**config.mk**
```make
export PLATFORM = sky130hd
export DESIGN_NAME = jtcop_sndlatch_flat
export DESIGN_NICKNAME = d
export VERILOG_FILES = /design/src/rtl/jtcop_sndlatch_if.sv /design/src/rtl/jtcop_sndlatch.sv /design/src/flat_wrapper.sv
export SDC_FILE = /design/constraint.sdc
export NUM_CORES = 1
export LEC_CHECK = 0
export BUFFER_PORTS_ARGS = -buffer_cell sky130_fd_sc_hd__buf_2
export CORE_ASPECT_RATIO = 0.5
export CORE_MARGIN = 3
export CORE_UTILIZATION = 24
export DETAILED_ROUTE_END_ITERATION = 6
export GPL_TIMING_DRIVEN = 1
export PLACE_DENSITY = 0.44
export SETUP_SLACK_MARGIN = 0.05
export SLEW_MARGIN = 20
export SYNTH_ARGS = -nofsm -noshare
export SYNTH_HDL_FRONTEND = slang
export SYNTH_SLANG_ARGS = --single-unit
```
**constraint.sdc**
```tcl
create_clock -name clk -period 5.2 [get_ports clk]
set_input_delay 1.04 -clock clk [delete_from_list [all_inputs] [get_ports clk]]
set_output_delay 1.04 -clock clk [all_outputs]
set_load 0.01 [all_outputs]
```
**src/rtl/jtcop_sndlatch_if.sv**
```systemverilog
// ----------------------------------------------------------------------------
// jtcop_sndlatch_if
//
// Bus bundle between the main-CPU side and the sound command latch.
//
// Signals:
//   main_wr   one-cycle write strobe from the main CPU decoder
//   main_din  command byte written by the main CPU
//   flush     one-cycle: discard queued commands and abort the request
//   snd_ack   one-cycle: sound CPU has read the latch (NMI clear)
//   ovf_clr   one-cycle: clear the sticky overflow flag
//   latch     command byte presented to the sound side
//   snreq     request level, rising edge marks a new command
//   busy      request in flight or commands still queued
//   full      command queue full
//   empty     command queue empty
//   ovf       sticky: a write was dropped
//   timeout   sticky: a request was abandoned
//
// Modports:
//   master  drives the strobes (main CPU / sound side / bench)
//   slave   the latch block itself
// ----------------------------------------------------------------------------
interface jtcop_sndlatch_if;
    logic       main_wr;
    logic [7:0] main_din;
    logic       flush;
    logic       snd_ack;
    logic       ovf_clr;
    logic [7:0] latch;
    logic       snreq;
    logic       busy;
    logic       full;
    logic       empty;
    logic       ovf;
    logic       timeout;

    modport master (
        output main_wr, main_din, flush, snd_ack, ovf_clr,
        input  latch, snreq, busy, full, empty, ovf, timeout
    );

    modport slave (
        input  main_wr, main_din, flush, snd_ack, ovf_clr,
        output latch, snreq, busy, full, empty, ovf, timeout
    );
endinterface

```
**src/rtl/jtcop_sndlatch.sv**
```systemverilog
// ----------------------------------------------------------------------------
// jtcop_sndlatch
//
// Main-CPU-side initiator of the sound command interface. Command bytes written
// by the main CPU are queued in a small FIFO and presented one at a time on
// latch/snreq. Each request is held until the sound CPU acknowledges it, then
// snreq is kept low for at least GAP cycles before the next command goes out.
//
// Parameters:
//   AW   FIFO address width, depth = 2**AW
//   GAP  minimum low cycles of snreq between requests (1..255)
//   TOW  request timeout counter width (timeout build only)
//
// Ports:
//   clk     system clock
//   rstn    asynchronous active-low reset
//   bus_io  jtcop_sndlatch_if.slave bundle (strobes in, latch/status out)
//
// Build option:
//   JTCOP_SNDLATCH_TIMEOUT_EN  when defined, a request unacknowledged for
//   2**TOW-1 WAIT cycles is abandoned and the sticky timeout flag is set.
//   When undefined no counter exists and timeout reads 0.
// ----------------------------------------------------------------------------
module jtcop_sndlatch #(
    parameter int unsigned AW  = 3,
    parameter int unsigned GAP = 4,
    parameter int unsigned TOW = 16
) (
    input logic              clk,
    input logic              rstn,
    jtcop_sndlatch_if.slave  bus_io
);

    localparam int unsigned Depth = 2 ** AW;

    localparam logic [1:0] StIdle = 2'd0;
    localparam logic [1:0] StReq  = 2'd1;
    localparam logic [1:0] StWait = 2'd2;
    localparam logic [1:0] StGap  = 2'd3;

    localparam logic [7:0] GapLoad = 8'(GAP - 1);

    // Elaboration-time parameter sanity checks
    if (GAP < 1 || GAP > 255) begin : g_bad_gap
        $error("jtcop_sndlatch: GAP must be in 1..255");
    end
    if (TOW < 1) begin : g_bad_tow
        $error("jtcop_sndlatch: TOW must be at least 1");
    end

    // ------------------------------------------------------------------
    // State
    // ------------------------------------------------------------------
    logic [7:0]  mem_q [Depth];
    logic [AW:0] wr_ptr_q, wr_ptr_d;
    logic [AW:0] rd_ptr_q, rd_ptr_d;
    logic        empty_q, empty_d;
    logic        full_q, full_d;
    logic        ovf_q, ovf_d;
    logic [1:0]  state_q, state_d;
    logic        snreq_q, snreq_d;
    logic [7:0]  latch_q, latch_d;
    logic [7:0]  gap_q, gap_d;
    logic        timeout_q, timeout_d;

    logic        push;
    logic        pop;
    logic        drop;

`ifdef JTCOP_SNDLATCH_TIMEOUT_EN
    logic [TOW-1:0] to_cnt_q, to_cnt_d;
    logic [TOW-1:0] to_inc;
    assign to_inc = to_cnt_q + 1'b1;
`endif

    // ------------------------------------------------------------------
    // Request FSM
    // ------------------------------------------------------------------
    always_comb begin
        state_d   = state_q;
        snreq_d   = snreq_q;
        latch_d   = latch_q;
        gap_d     = gap_q;
        timeout_d = timeout_q;
        pop       = 1'b0;
`ifdef JTCOP_SNDLATCH_TIMEOUT_EN
        to_cnt_d  = to_cnt_q;
`endif
        if (bus_io.flush) begin
            // Abort goes through GAP so the low time after a dropped request
            // is still honoured.
            state_d   = StGap;
            snreq_d   = 1'b0;
            gap_d     = GapLoad;
            timeout_d = 1'b0;
        end else begin
            unique case (state_q)
                StIdle: begin
                    if (!empty_q) begin
                        pop     = 1'b1;
                        latch_d = mem_q[rd_ptr_q[AW-1:0]];
                        state_d = StReq;
                    end
                end
                StReq: begin
                    // latch has been stable for a full cycle at this point
                    snreq_d = 1'b1;
                    state_d = StWait;
`ifdef JTCOP_SNDLATCH_TIMEOUT_EN
                    to_cnt_d = '0;
`endif
                end
                StWait: begin
                    if (bus_io.snd_ack) begin
                        snreq_d = 1'b0;
                        gap_d   = GapLoad;
                        state_d = StGap;
                    end
`ifdef JTCOP_SNDLATCH_TIMEOUT_EN
                    else begin
                        to_cnt_d = to_inc;
                        if (&to_inc) begin
                            snreq_d   = 1'b0;
                            timeout_d = 1'b1;
                            gap_d     = GapLoad;
                            state_d   = StGap;
                        end
                    end
`endif
                end
                StGap: begin
                    if (gap_q == 8'd0) begin
                        state_d = StIdle;
                    end else begin
                        gap_d = gap_q - 8'd1;
                    end
                end
                default: begin
                    state_d = StIdle;
                end
            endcase
        end
    end

    // ------------------------------------------------------------------
    // FIFO pointers and flags
    // ------------------------------------------------------------------
    always_comb begin
        // A full queue still accepts a write when the head leaves the same cycle
        push = bus_io.main_wr && !bus_io.flush && (!full_q || pop);
        // Writes swallowed by flush are not overflows
        drop = bus_io.main_wr && !bus_io.flush && !push;

        wr_ptr_d = wr_ptr_q + {{AW{1'b0}}, push};
        if (bus_io.flush) begin
            rd_ptr_d = wr_ptr_q;
        end else begin
            rd_ptr_d = rd_ptr_q + {{AW{1'b0}}, pop};
        end

        empty_d = (wr_ptr_d == rd_ptr_d);
        full_d  = (wr_ptr_d[AW] != rd_ptr_d[AW]) &&
                  (wr_ptr_d[AW-1:0] == rd_ptr_d[AW-1:0]);

        // Set beats clear when both happen together
        ovf_d = ovf_q;
        if (drop) begin
            ovf_d = 1'b1;
        end else if (bus_io.ovf_clr) begin
            ovf_d = 1'b0;
        end
    end

    // ------------------------------------------------------------------
    // Registers
    // ------------------------------------------------------------------
    always_ff @(posedge clk) begin
        if (push) begin
            mem_q[wr_ptr_q[AW-1:0]] <= bus_io.main_din;
        end
    end

    always_ff @(posedge clk or negedge rstn) begin
        if (!rstn) begin
            wr_ptr_q  <= '0;
            rd_ptr_q  <= '0;
            empty_q   <= 1'b1;
            full_q    <= 1'b0;
            ovf_q     <= 1'b0;
            state_q   <= StIdle;
            snreq_q   <= 1'b0;
            latch_q   <= 8'd0;
            gap_q     <= 8'd0;
            timeout_q <= 1'b0;
        end else begin
            wr_ptr_q  <= wr_ptr_d;
            rd_ptr_q  <= rd_ptr_d;
            empty_q   <= empty_d;
            full_q    <= full_d;
            ovf_q     <= ovf_d;
            state_q   <= state_d;
            snreq_q   <= snreq_d;
            latch_q   <= latch_d;
            gap_q     <= gap_d;
            timeout_q <= timeout_d;
        end
    end

`ifdef JTCOP_SNDLATCH_TIMEOUT_EN
    always_ff @(posedge clk or negedge rstn) begin
        if (!rstn) begin
            to_cnt_q <= '0;
        end else begin
            to_cnt_q <= to_cnt_d;
        end
    end
`endif

    // ------------------------------------------------------------------
    // Outputs
    // ------------------------------------------------------------------
    assign bus_io.latch   = latch_q;
    assign bus_io.snreq   = snreq_q;
    assign bus_io.busy    = (state_q != StIdle) || !empty_q;
    assign bus_io.full    = full_q;
    assign bus_io.empty   = empty_q;
    assign bus_io.ovf     = ovf_q;
`ifdef JTCOP_SNDLATCH_TIMEOUT_EN
    assign bus_io.timeout = timeout_q;
`else
    assign bus_io.timeout = 1'b0;
`endif

endmodule
```
**src/flat_wrapper.sv**
```systemverilog
// flat-port wrapper written by rule: the top's interface ports become plain ports
module jtcop_sndlatch_flat 
#(
    parameter int unsigned AW  = 3,
    parameter int unsigned GAP = 4,
    parameter int unsigned TOW = 16
)
  (clk, rstn, bus_io_main_wr, bus_io_main_din, bus_io_flush, bus_io_snd_ack, bus_io_ovf_clr, bus_io_latch, bus_io_snreq, bus_io_busy, bus_io_full, bus_io_empty, bus_io_ovf, bus_io_timeout);
  jtcop_sndlatch_if bus_io_i ();
  input logic clk;
  input logic rstn;
  input wire logic [$bits(bus_io_i.main_wr)-1:0] bus_io_main_wr;
  input wire logic [$bits(bus_io_i.main_din)-1:0] bus_io_main_din;
  input wire logic [$bits(bus_io_i.flush)-1:0] bus_io_flush;
  input wire logic [$bits(bus_io_i.snd_ack)-1:0] bus_io_snd_ack;
  input wire logic [$bits(bus_io_i.ovf_clr)-1:0] bus_io_ovf_clr;
  output wire logic [$bits(bus_io_i.latch)-1:0] bus_io_latch;
  output wire logic [$bits(bus_io_i.snreq)-1:0] bus_io_snreq;
  output wire logic [$bits(bus_io_i.busy)-1:0] bus_io_busy;
  output wire logic [$bits(bus_io_i.full)-1:0] bus_io_full;
  output wire logic [$bits(bus_io_i.empty)-1:0] bus_io_empty;
  output wire logic [$bits(bus_io_i.ovf)-1:0] bus_io_ovf;
  output wire logic [$bits(bus_io_i.timeout)-1:0] bus_io_timeout;
  assign bus_io_i.main_wr = bus_io_main_wr;
  assign bus_io_i.main_din = bus_io_main_din;
  assign bus_io_i.flush = bus_io_flush;
  assign bus_io_i.snd_ack = bus_io_snd_ack;
  assign bus_io_i.ovf_clr = bus_io_ovf_clr;
  assign bus_io_latch = bus_io_i.latch;
  assign bus_io_snreq = bus_io_i.snreq;
  assign bus_io_busy = bus_io_i.busy;
  assign bus_io_full = bus_io_i.full;
  assign bus_io_empty = bus_io_i.empty;
  assign bus_io_ovf = bus_io_i.ovf;
  assign bus_io_timeout = bus_io_i.timeout;
  jtcop_sndlatch #(.AW(AW), .GAP(GAP), .TOW(TOW)) u_core (.clk(clk), .rstn(rstn), .bus_io(bus_io_i));
endmodule
```
==> qor.txt <==
Top cells by area, synth = edfxtp_1, dfrtp_1, mux4_2
Final Hold Vio Count = 0
Lkg Pwr = 1.71 nW
DRC errors left = 0
Via density = 4.21
Most common cell in the netlist = edfxtp_1
Number of flops mapped to enable cells by yosys = 64
Syn avg cell area = 16.2 um2
R2R setup slack = 2.63 ns
Hold_ws = 0.507 ns
Initial DRC count = 176
Cts repair resizes = 0
Fin. max-slew vios = 0
Cell family with most CP delay = buffers and inverters
Number of H-tree levels = 3
CP cell instances = buf_2, nor2_1, buf_4, ha_1, ha_1, xnor3_1, or3_1, nand4_1, o21ba_2
HPWL Detailed = 5.36 mm
Worst setup EP type = flop
Worst path slowest cell = xnor3_1
Total number of vias = 2108
Synth-to-Final Area Change = 16.3%
Layout cells sized above 1 = 25.7%
Worst Path Max Fanout = 21
TritonRoute pass-1 iters = 4
Overall overflow remaining after global route = 0
Hold_buf cts = 0
Largest net degree at the start of global routing = 31
WS Path Type = in -> reg
Largest area contributor in the netlist = edfxtp_1
GPL Wtd Cong = 0.690
Worst-Margin Slew = 0.978 ns
Critical Path Start = bus_io_flush
Number of global-route vias before repair = 2275
Max_slew headroom = 34.6%
Area share of the largest cell type after synthesis = 48.1%
Critical R2R Launch = u_core.state_q[0]$_DFFE_PN0P_
Crit path DAT = 3.03 ns
Post-synthesis instance total = 247
Max Cap Viol = 0
Post-CTS setup buffer count = 0
Setup TNS = 0 ns
Die W = 189 um
WL/cell = 15.5 um
FF-to-FF End = u_core.bus_io.full$_DFF_PN0_
First-pass GRT wire length = 12.6 mm
Ys flop type = edfxtp_1
RSZ-0062 raised after global routing = no
Initial antenna violation count = 1
Final ANT Viol Nets = 0
Status = finished clean
Placed Cells = 485
CP Buf/Inv Count = 2
Max Freq = 356 MHz
CTS Buffer Depth = 2
Non-filler cells, final = 501
R2R cell count = 11
Clock Skew = 0.00598 ns
Die Span Y = 97.3 um
Total CTS buffers = 9
Number of port buffers = 26
Setup slack after layout = 2.39 ns
Pwr/cell area = 501 mW/mm2
Final setup viols = 0
Cell mode on critical path = ha_1
Yosys cell types = 43
Period utilization = 54.0%
VDD IR max = 0.000162 V
Root Buffer = clkbuf_16
Min cycle time layout = 2.81 ns
Tot GR Track Use = 9.03%
Async S/R FF share, synth = 31.9%
Commonest cells post-synth = edfxtp_1, dfrtp_1, nor2_1
Row Count = 32
Worst path required time = 5.43 ns
Clock-pin slew on the worst setup and hold paths = 0.06 ns
ANT cells = 0
I/O pin cnt = 28
Max stage delay on crit path = 0.34 ns
Num Clock Sinks = 94
CORE AREA = 0.0159 mm2
CP startpoint kind = primary input
Crit path to = u_core.bus_io.full$_DFF_PN0_
Register area share after synthesis = 66.9%
Pwr Total = 0.00233 W
Pre-CTS worst setup slack = 1.85 ns
Mapped Nets = 271
DIE AREA = 0.0183 mm2
Detailed Route WL = 7.77 mm
Crit. path cell count = 9
Clock Latency Late Sink = 0.34 ns
Worst min path class = reg -> reg
CTS tree = yes
Synth Register Bits = 94
Ys Warns = 0
Starting density of the core = 25.2%
Nets = 299
Synthesized area = 0.00400 mm2
## placed cells by master, fill, tap and decap left out, types with 2 or more instances in the layout
master / instances
ha_1: 10
and3_1: 2
nand2_1: 5
o31ai_1: 4
a31oi_1: 2
mux4_2: 16
nor2_1: 22
mux2i_1: 10
nor3_2: 2
o21ai_0: 2
xor2_1: 5
inv_6: 3
xnor3_1: 2
or3_1: 2
or4_1: 5
mux2_2: 5
nor3_1: 4
buf_2: 26
buf_4: 2
nand2b_1: 5
o21a_1: 2
a21oi_1: 13
edfxtp_1: 64
inv_1: 7
dfrtp_1: 29
clkbuf_16: 9
xnor2_1: 2
## per-layer routing
metal / routed length [um] / track usage [%] / vias to the layer above
li1: - / - / 999
met1: 3550 / 11.4 / 1070
met2: 3810 / 14.7 / 26
met3: 260 / 2.88 / 11
met4: 128 / 3.09 / 2
met5: 20 / 0 / -
## worst min path at each step
| stage | startpoint | to | slack, ns | cells after the start |
|---|---|---|---|---|
| after floorplan | u_core.wr_ptr_q[3]$_DFF_PN0_ | u_core.wr_ptr_q[3]$_DFF_PN0_ | 0.46 | 1 |
| after global placement | u_core.wr_ptr_q[3]$_DFF_PN0_ | u_core.wr_ptr_q[3]$_DFF_PN0_ | 0.48 | 1 |
| final | u_core.wr_ptr_q[3]$_DFF_PN0_ | u_core.wr_ptr_q[3]$_DFF_PN0_ | 0.51 | 1 |
| after detailed placement | u_core.wr_ptr_q[3]$_DFF_PN0_ | u_core.wr_ptr_q[3]$_DFF_PN0_ | 0.50 | 1 |
| after global routing | u_core.wr_ptr_q[3]$_DFF_PN0_ | u_core.wr_ptr_q[3]$_DFF_PN0_ | 0.51 | 1 |
| after CTS | u_core.wr_ptr_q[3]$_DFF_PN0_ | u_core.wr_ptr_q[3]$_DFF_PN0_ | 0.51 | 1 |
## flip-flops by register name (all words and copies together) (netlist names)
| register | cells |
|---|---|
| u_core.mem_q | 64 |
| u_core.bus_io.latch | 8 |
| u_core.gap_q | 8 |
| u_core.rd_ptr_q | 4 |
| u_core.wr_ptr_q | 4 |
| u_core.state_q | 2 |
| u_core.bus_io.empty | 1 |
| u_core.bus_io.full | 1 |
| u_core.bus_io.ovf | 1 |
| u_core.bus_io.snreq | 1 |
## cell families (layout without fill, tap and decap cells)
kind of cell,after synthesis,in the layout,synth area share (%)
and+or+nand+nor,53,53,6.82
DFF,94,94,66.9
adders and majority gates,10,10,3.13
buffers and inverters,18,51,2.16
AOI/OAI and AO/OA,31,31,5.35
other,1,1,0.0938
xor gates and xnor gates,9,9,2.66
muxes,31,31,12.9
## through the flow
stage | utilization, % | area (um2)
5_1_grt | 29.3 | 4650
3_5_place_dp | 27.5 | 4360
6_report | 29.3 | 4650
4_1_cts | 29.3 | 4640
3_3_place_gp | 27.5 | 4360
2_1_floorplan | - | 4000
## power breakdown
group	internal, W	leakage (nW)	switching [W]
registers	0.000933	0.938	0.000142
logic	0.000336	0.634	0.000306
clock network	0.000330	0.136	0.000283
## layout make-up
class | instances | area (um2)
fillers | 1591 | 11200
repair buffers | 28 | 145
clock inverters | 7 | 53.8
clock buffers | 9 | 225
well taps | 221 | 277
flip-flops and latches | 94 | 2670
multi-input cells | 135 | 1250
inverters | 7 | 26.3
(Power assumes the default switching activity.)
